$ cat src/rtl/serial_adder_pkg.sv
// Shared definitions for the serial adder/subtractor: state encodings and
// small elaboration-time helpers.
package serial_adder_pkg;

    // State encodings; DONE keeps the same code across the multi-cycle arithmetic blocks
    typedef enum logic [1:0] {
        IDLE = 2'd0,
        BUSY = 2'd1,
        DONE = 2'd2
    } state_e;

    // Width of the chunk index register: clog2 of the chunk count, at least one bit
    function automatic int idx_width(input int nchunk);
        int w;
        if (nchunk > 1) begin
            w = $clog2(nchunk);
        end else begin
            w = 1;
        end
        return w;
    endfunction

endpackage

$ cat src/rtl/serial_adder_chunk.sv
// One CHUNK-bit slice of the ripple adder. Purely combinational; the top
// level feeds it one operand slice per clock and registers the carry.
module adder_chunk #(
    parameter int CHUNK = 8
) (
    input  logic [CHUNK-1:0] x,
    input  logic [CHUNK-1:0] y,
    input  logic             ci,
    output logic [CHUNK-1:0] s,
    output logic             co,
    output logic             c_msb
);

    logic [CHUNK:0] total_s;

    // Chunk sum with carry-out; the carry into the top bit is recovered from
    // the top sum bit, which works for any CHUNK including 1
    always_comb begin
        total_s = {1'b0, x} + {1'b0, y} + {{CHUNK{1'b0}}, ci};
        s       = total_s[CHUNK-1:0];
        co      = total_s[CHUNK];
        c_msb   = total_s[CHUNK-1] ^ x[CHUNK-1] ^ y[CHUNK-1];
    end

endmodule

$ cat src/rtl/serial_adder.sv
// Multi-cycle adder/subtractor: processes CHUNK bits per clock, carrying
// between chunks through a register. Valid/ready on both sides; results
// (sum, cout, ovf) only change on completion or reset.
module serial_adder
    import serial_adder_pkg::*;
#(
    parameter int WIDTH = 32,
    parameter int CHUNK = 8
) (
    input  logic             clk,
    input  logic             rst_n,
    input  logic             in_valid,
    output logic             in_ready,
    input  logic [WIDTH-1:0] a,
    input  logic [WIDTH-1:0] b,
    input  logic             cin,
    input  logic             op_sub,
    output logic             out_valid,
    input  logic             out_ready,
    output logic [WIDTH-1:0] sum,
    output logic             cout,
    output logic             ovf
);

    localparam int NCHUNK = WIDTH / CHUNK;
    localparam int IDXW   = idx_width(NCHUNK);
    localparam logic [IDXW-1:0] LAST_IDX = IDXW'(NCHUNK - 1);

    generate
        if ((WIDTH % CHUNK) != 0) begin : g_bad_width
            $error("serial_adder: WIDTH must be a multiple of CHUNK");
        end
    endgenerate

    state_e            state_r;
    state_e            state_next_s;
    logic [WIDTH-1:0]  a_r;
    logic [WIDTH-1:0]  b_r;
    logic [WIDTH-1:0]  acc_r;
    logic [WIDTH-1:0]  sum_r;
    logic [WIDTH-1:0]  work_s;
    logic              carry_r;
    logic              cout_r;
    logic              ovf_r;
    logic [IDXW-1:0]   idx_r;
    logic              in_ready_r;
    logic              out_valid_r;
    logic              accept_s;
    logic              last_chunk_s;
    int                base_s;
    logic [CHUNK-1:0]  x_s;
    logic [CHUNK-1:0]  y_s;
    logic [CHUNK-1:0]  s_s;
    logic              co_s;
    logic              c_msb_s;

    assign in_ready  = in_ready_r;
    assign out_valid = out_valid_r;
    assign sum       = sum_r;
    assign cout      = cout_r;
    assign ovf       = ovf_r;

    // Handshake decode and chunk selection from the current index
    always_comb begin
        accept_s     = in_valid & in_ready_r;
        last_chunk_s = (idx_r == LAST_IDX);
        base_s       = int'(idx_r) * CHUNK;
        x_s          = a_r[base_s +: CHUNK];
        y_s          = b_r[base_s +: CHUNK];
    end

    adder_chunk #(
        .CHUNK (CHUNK)
    ) u_chunk (
        .x     (x_s),
        .y     (y_s),
        .ci    (carry_r),
        .s     (s_s),
        .co    (co_s),
        .c_msb (c_msb_s)
    );

    // Partial result with the current chunk merged in; becomes the visible
    // sum only on the final chunk so the old result stays put while BUSY
    always_comb begin
        work_s                  = acc_r;
        work_s[base_s +: CHUNK] = s_s;
    end

    // Next-state logic
    always_comb begin
        state_next_s = state_r;
        case (state_r)
            IDLE: begin
                if (accept_s) begin
                    state_next_s = BUSY;
                end else begin
                    state_next_s = IDLE;
                end
            end
            BUSY: begin
                if (last_chunk_s) begin
                    state_next_s = DONE;
                end else begin
                    state_next_s = BUSY;
                end
            end
            DONE: begin
                if (out_ready) begin
                    state_next_s = IDLE;
                end else begin
                    state_next_s = DONE;
                end
            end
            default: begin
                state_next_s = IDLE;
            end
        endcase
    end

    // State register with registered handshake flags derived from the next state
    always_ff @(posedge clk or negedge rst_n) begin
        if (!rst_n) begin
            state_r     <= IDLE;
            in_ready_r  <= 1'b1;
            out_valid_r <= 1'b0;
        end else begin
            state_r     <= state_next_s;
            in_ready_r  <= (state_next_s == IDLE);
            out_valid_r <= (state_next_s == DONE);
        end
    end

    // Operand capture, per-chunk carry ripple and result publication
    always_ff @(posedge clk or negedge rst_n) begin
        if (!rst_n) begin
            a_r     <= '0;
            b_r     <= '0;
            acc_r   <= '0;
            sum_r   <= '0;
            carry_r <= 1'b0;
            cout_r  <= 1'b0;
            ovf_r   <= 1'b0;
            idx_r   <= '0;
        end else if (accept_s) begin
            // Subtraction is a + ~b + 1, so cin is ignored for op_sub
            a_r     <= a;
            b_r     <= op_sub ? ~b : b;
            carry_r <= op_sub ? 1'b1 : cin;
            acc_r   <= '0;
            idx_r   <= '0;
        end else if (state_r == BUSY) begin
            acc_r   <= work_s;
            carry_r <= co_s;
            if (last_chunk_s) begin
                idx_r  <= '0;
                sum_r  <= work_s;
                cout_r <= co_s;
                ovf_r  <= c_msb_s ^ co_s;
            end else begin
                idx_r  <= idx_r + IDXW'(1);
            end
        end
    end

endmodule

$ cat config.mk
export PLATFORM = sky130hd
export DESIGN_NAME = serial_adder
export DESIGN_NICKNAME = d
export VERILOG_FILES = /design/src/rtl/serial_adder_pkg.sv /design/src/rtl/serial_adder_chunk.sv /design/src/rtl/serial_adder.sv
export SDC_FILE = /design/constraint.sdc
export NUM_CORES = 1
export LEC_CHECK = 0
export BUFFER_PORTS_ARGS = -buffer_cell sky130_fd_sc_hd__buf_4
export CORE_MARGIN = 2
export CORE_UTILIZATION = 61
export CTS_CLUSTER_SIZE = 8
export DETAILED_ROUTE_END_ITERATION = 12
export PLACE_DENSITY = 0.91
export SLEW_MARGIN = 20
export SYNTH_ARGS = -nofsm -noshare
export SYNTH_HDL_FRONTEND = slang
export SYNTH_SLANG_ARGS = --single-unit
$ cat constraint.sdc
create_clock -name clk -period 8.3 [get_ports clk]
set_input_delay 1.245 -clock clk [delete_from_list [all_inputs] [get_ports clk]]
set_output_delay 1.245 -clock clk [all_outputs]
set_load 0.02 [all_outputs]
==> impl_metrics.toml <==
[clock_tree]
postCtsSetupRepairBufs = 0
cts_resized = 0
clk_pin_slew_ps = 60
cts-hold-fix-buffers = 0
root_buffer = "clkbuf_8"
worstSkewPairLatency_ps = 530
h-tree-depth = 4
cts_buffers = 17
tritoncts = "built"
cts_buffer_depth = 2
clkSinkCount = 137

[critical_path]
critical_path.max_fanout = 20
crit_path_top_delay_cell = "dfrtp_1"
path_buf_inv = 0
slowest_delay_ps = 980
cp.arrival_ps = 4410
critPathTopFamily = "compound AO/OA/AOI/OAI gates"
required_ps = 8730
critPathKind = "reg2reg"
cp.depth = 8
reg2regPathDepth = 8
crit_chain = "mux4_1 > fa_1 > fa_1 > a21o_1 > a221oi_1 > xnor2_1 > a21oi_1 > o21ai_0"
critPathCaptureType = "flip-flop"
cp-start-kind = "flip-flop"
cpMostUsedCell = "fa_1"

[sta]
hold_viol_final = 0
rsz0062_at_grt = "false"
period_share_pct = 47.91
fmax_ghz = 0.2515
relSlewSlack_pct = 34.42
finClkSkew_ps = 7.290
fin_tns_setup_ps = 0
fin_crit_ps = 3977
fin_ws_ps = 4323
setup_viol = 0
slew_viol_final = 0
worst_slew_pin_slew_ps = 980.4

[route]
wirelength_mm = 15.06
wire_per_inst_um = 17.25
drt-initial-drc-count = 371
vias = 5064
drt_first_pass_iters = 5
ant_nets = 0
drcViolationCount = 0
via_per_inst = 5.801

[yosys]
seq_area_frac_synth_pct = 53.09
ys_ff_latch = 137
syn-cell-area_um2 = 6460
synth_ff_type = "dfrtp_1"
yosysUniqueCellTypes = 36
ys_warn_count = 0
syn_area_per_cell_um2 = 10.21
yosysTopAreaCellShare_pct = 52.68
synthesis.nets = 718
synthArstFlopShare_pct = 100.0
yosys.area.top_type = "dfrtp_1"
yosysMostFrequentCell = "nand2_1"
syn_inst = 633
ys_top_cells_by_count = "168 x nand2_1, 136 x dfrtp_1, 48 x o21ai_0"
synth.area.top_cells = "dfrtp_1 53%, nand2_1 9.8%, mux4_2 4.9%, xnor2_1 4.7%, a22o_1 4.6%"
synth-edff-count = 0

[grt]
grt_pass1_vias = 5094
antenna_found_initial = 0
grt_max_degree = 103
grt_util_met3_pct = 5.836
top_usage_layer = "met2"
grt_use_met1_pct = 37.04
grt_use_total_pct = 28.59
grt_overflow = 0
grt_pass1_wl_mm = 24.84
gr-usage-met2_pct = 46.18

[flow_run]
cap_violations = 0

[die]
initial_core_util_pct = 62.57
die_x_um = 106.9
core_area_um2 = 10320
rows = 37
fp.dieArea_um2 = 11430
ios = 106
die_h_um = 106.9

[power]
p_per_area_nw_per_um2 = 457.1
ir_drop_v = 0.0004024
p_leak_nw = 3.819
p_total_mw = 3.617

[placement]
port_buffers = 105
pre_cts_ws_ps = 4157
routabilityCongestion = 0.8179
dp_hpwl_mm = 9.618

[hold_path]
hold_class = "reg2reg"
whs_path_depth = 2

[layout]
area_delta_synth_final_pct = 22.49
antenna_cells = 0
finalNetCount = 809
layout-drive-gt1-share_pct = 22.12
post-route-util_pct = 76.65

[outcome]
run_status = "finished clean"
stage by stage:
stage	hold WS (ps)	instance area [um2]	cells
5_1_grt	499.1	7913	873
6_report	474.6	7913	873
3_5_place_dp	458.3	7310	841
2_1_floorplan	437.3	6460	633
3_3_place_gp	450.4	7310	841
4_1_cts	473.3	7898	873
worst paths after layout:
| path | from | to | slack (ps) |
|---|---|---|---|
| min in group asynchronous | rst_n | b_r[25] | 780 |
| max | idx_r[1] | sum[6] | 4320 |
| min | a_r[22] | a_r[22] | 470 |
| max in group asynchronous | rst_n | acc_r[13] | 6110 |
| max reg2reg | idx_r[1] | sum[6] | 4320 |
| min reg2reg | a_r[22] | a_r[22] | 470 |
flip-flops by register name, summed over array words and instances (netlist names):
| signal | flops |
|---|---|
| a_r | 32 |
| idx_r | 2 |
| acc_r | 32 |
| state_r | 2 |
| out_valid | 1 |
| cout | 1 |
| in_ready | 1 |
| ovf | 1 |
| sum | 32 |
| carry_r | 1 |
| b_r | 32 |
cell type report:
cell class | count | area (um2)
tap | 136 | 170.2
clock inverter | 8 | 117.6
inverter | 3 | 11.26
sequential | 137 | 3430
clock buffer | 24 | 470.5
timing repair buffer | 111 | 833.3
fill | 628 | 2411
multi-input combinational | 454 | 2880
cells in the final DEF (no fill, tap or decap), types with 4 or more instances in the layout:
cell	Yosys	final
nand2_1	168	167
dfrtp_1	136	136
buf_4	0	111
o21ai_0	48	48
a21oi_1	42	42
nor2b_1	34	34
a22o_1	34	34
xnor2_1	35	34
o21ai_1	22	22
clkbuf_16	0	16
mux4_2	14	14
ha_1	13	13
nor2_1	10	10
and3_1	5	5
clkbuf_8	0	4
clkinv_2	0	4
clkbuf_1	30	4
report_power, final:
| group | leakage (nW) | internal [mW] | switching (mW) |
|---|---|---|---|
| sequential | 1.79 | 0.928 | 0.162 |
| combinational | 1.74 | 0.631 | 1.14 |
| clock | 0.289 | 0.480 | 0.274 |
| total | 3.82 | 2.04 | 1.58 |
cells by family after synthesis:
logic type      synth area share (%)
fa+ha+maj                      3.138
mux                            5.869
flops                          53.09
xor+xnor                       5.152
buf+inv                        2.673
simple gates                   15.77
compound gates                 14.31
metal layers:
metal | share of wire (%) | wire [um]
met5 | 0 | 0
met4 | 2.4 | 367
met3 | 6.3 | 948
met2 | 50 | 7567
met1 | 41 | 6172
tightest hold or removal path, stage by stage (launching register included):
cell and delay (ps):
dfrtp_1 340, nand2_1 50, nand2_1 50
(Power assumes the default switching activity.)
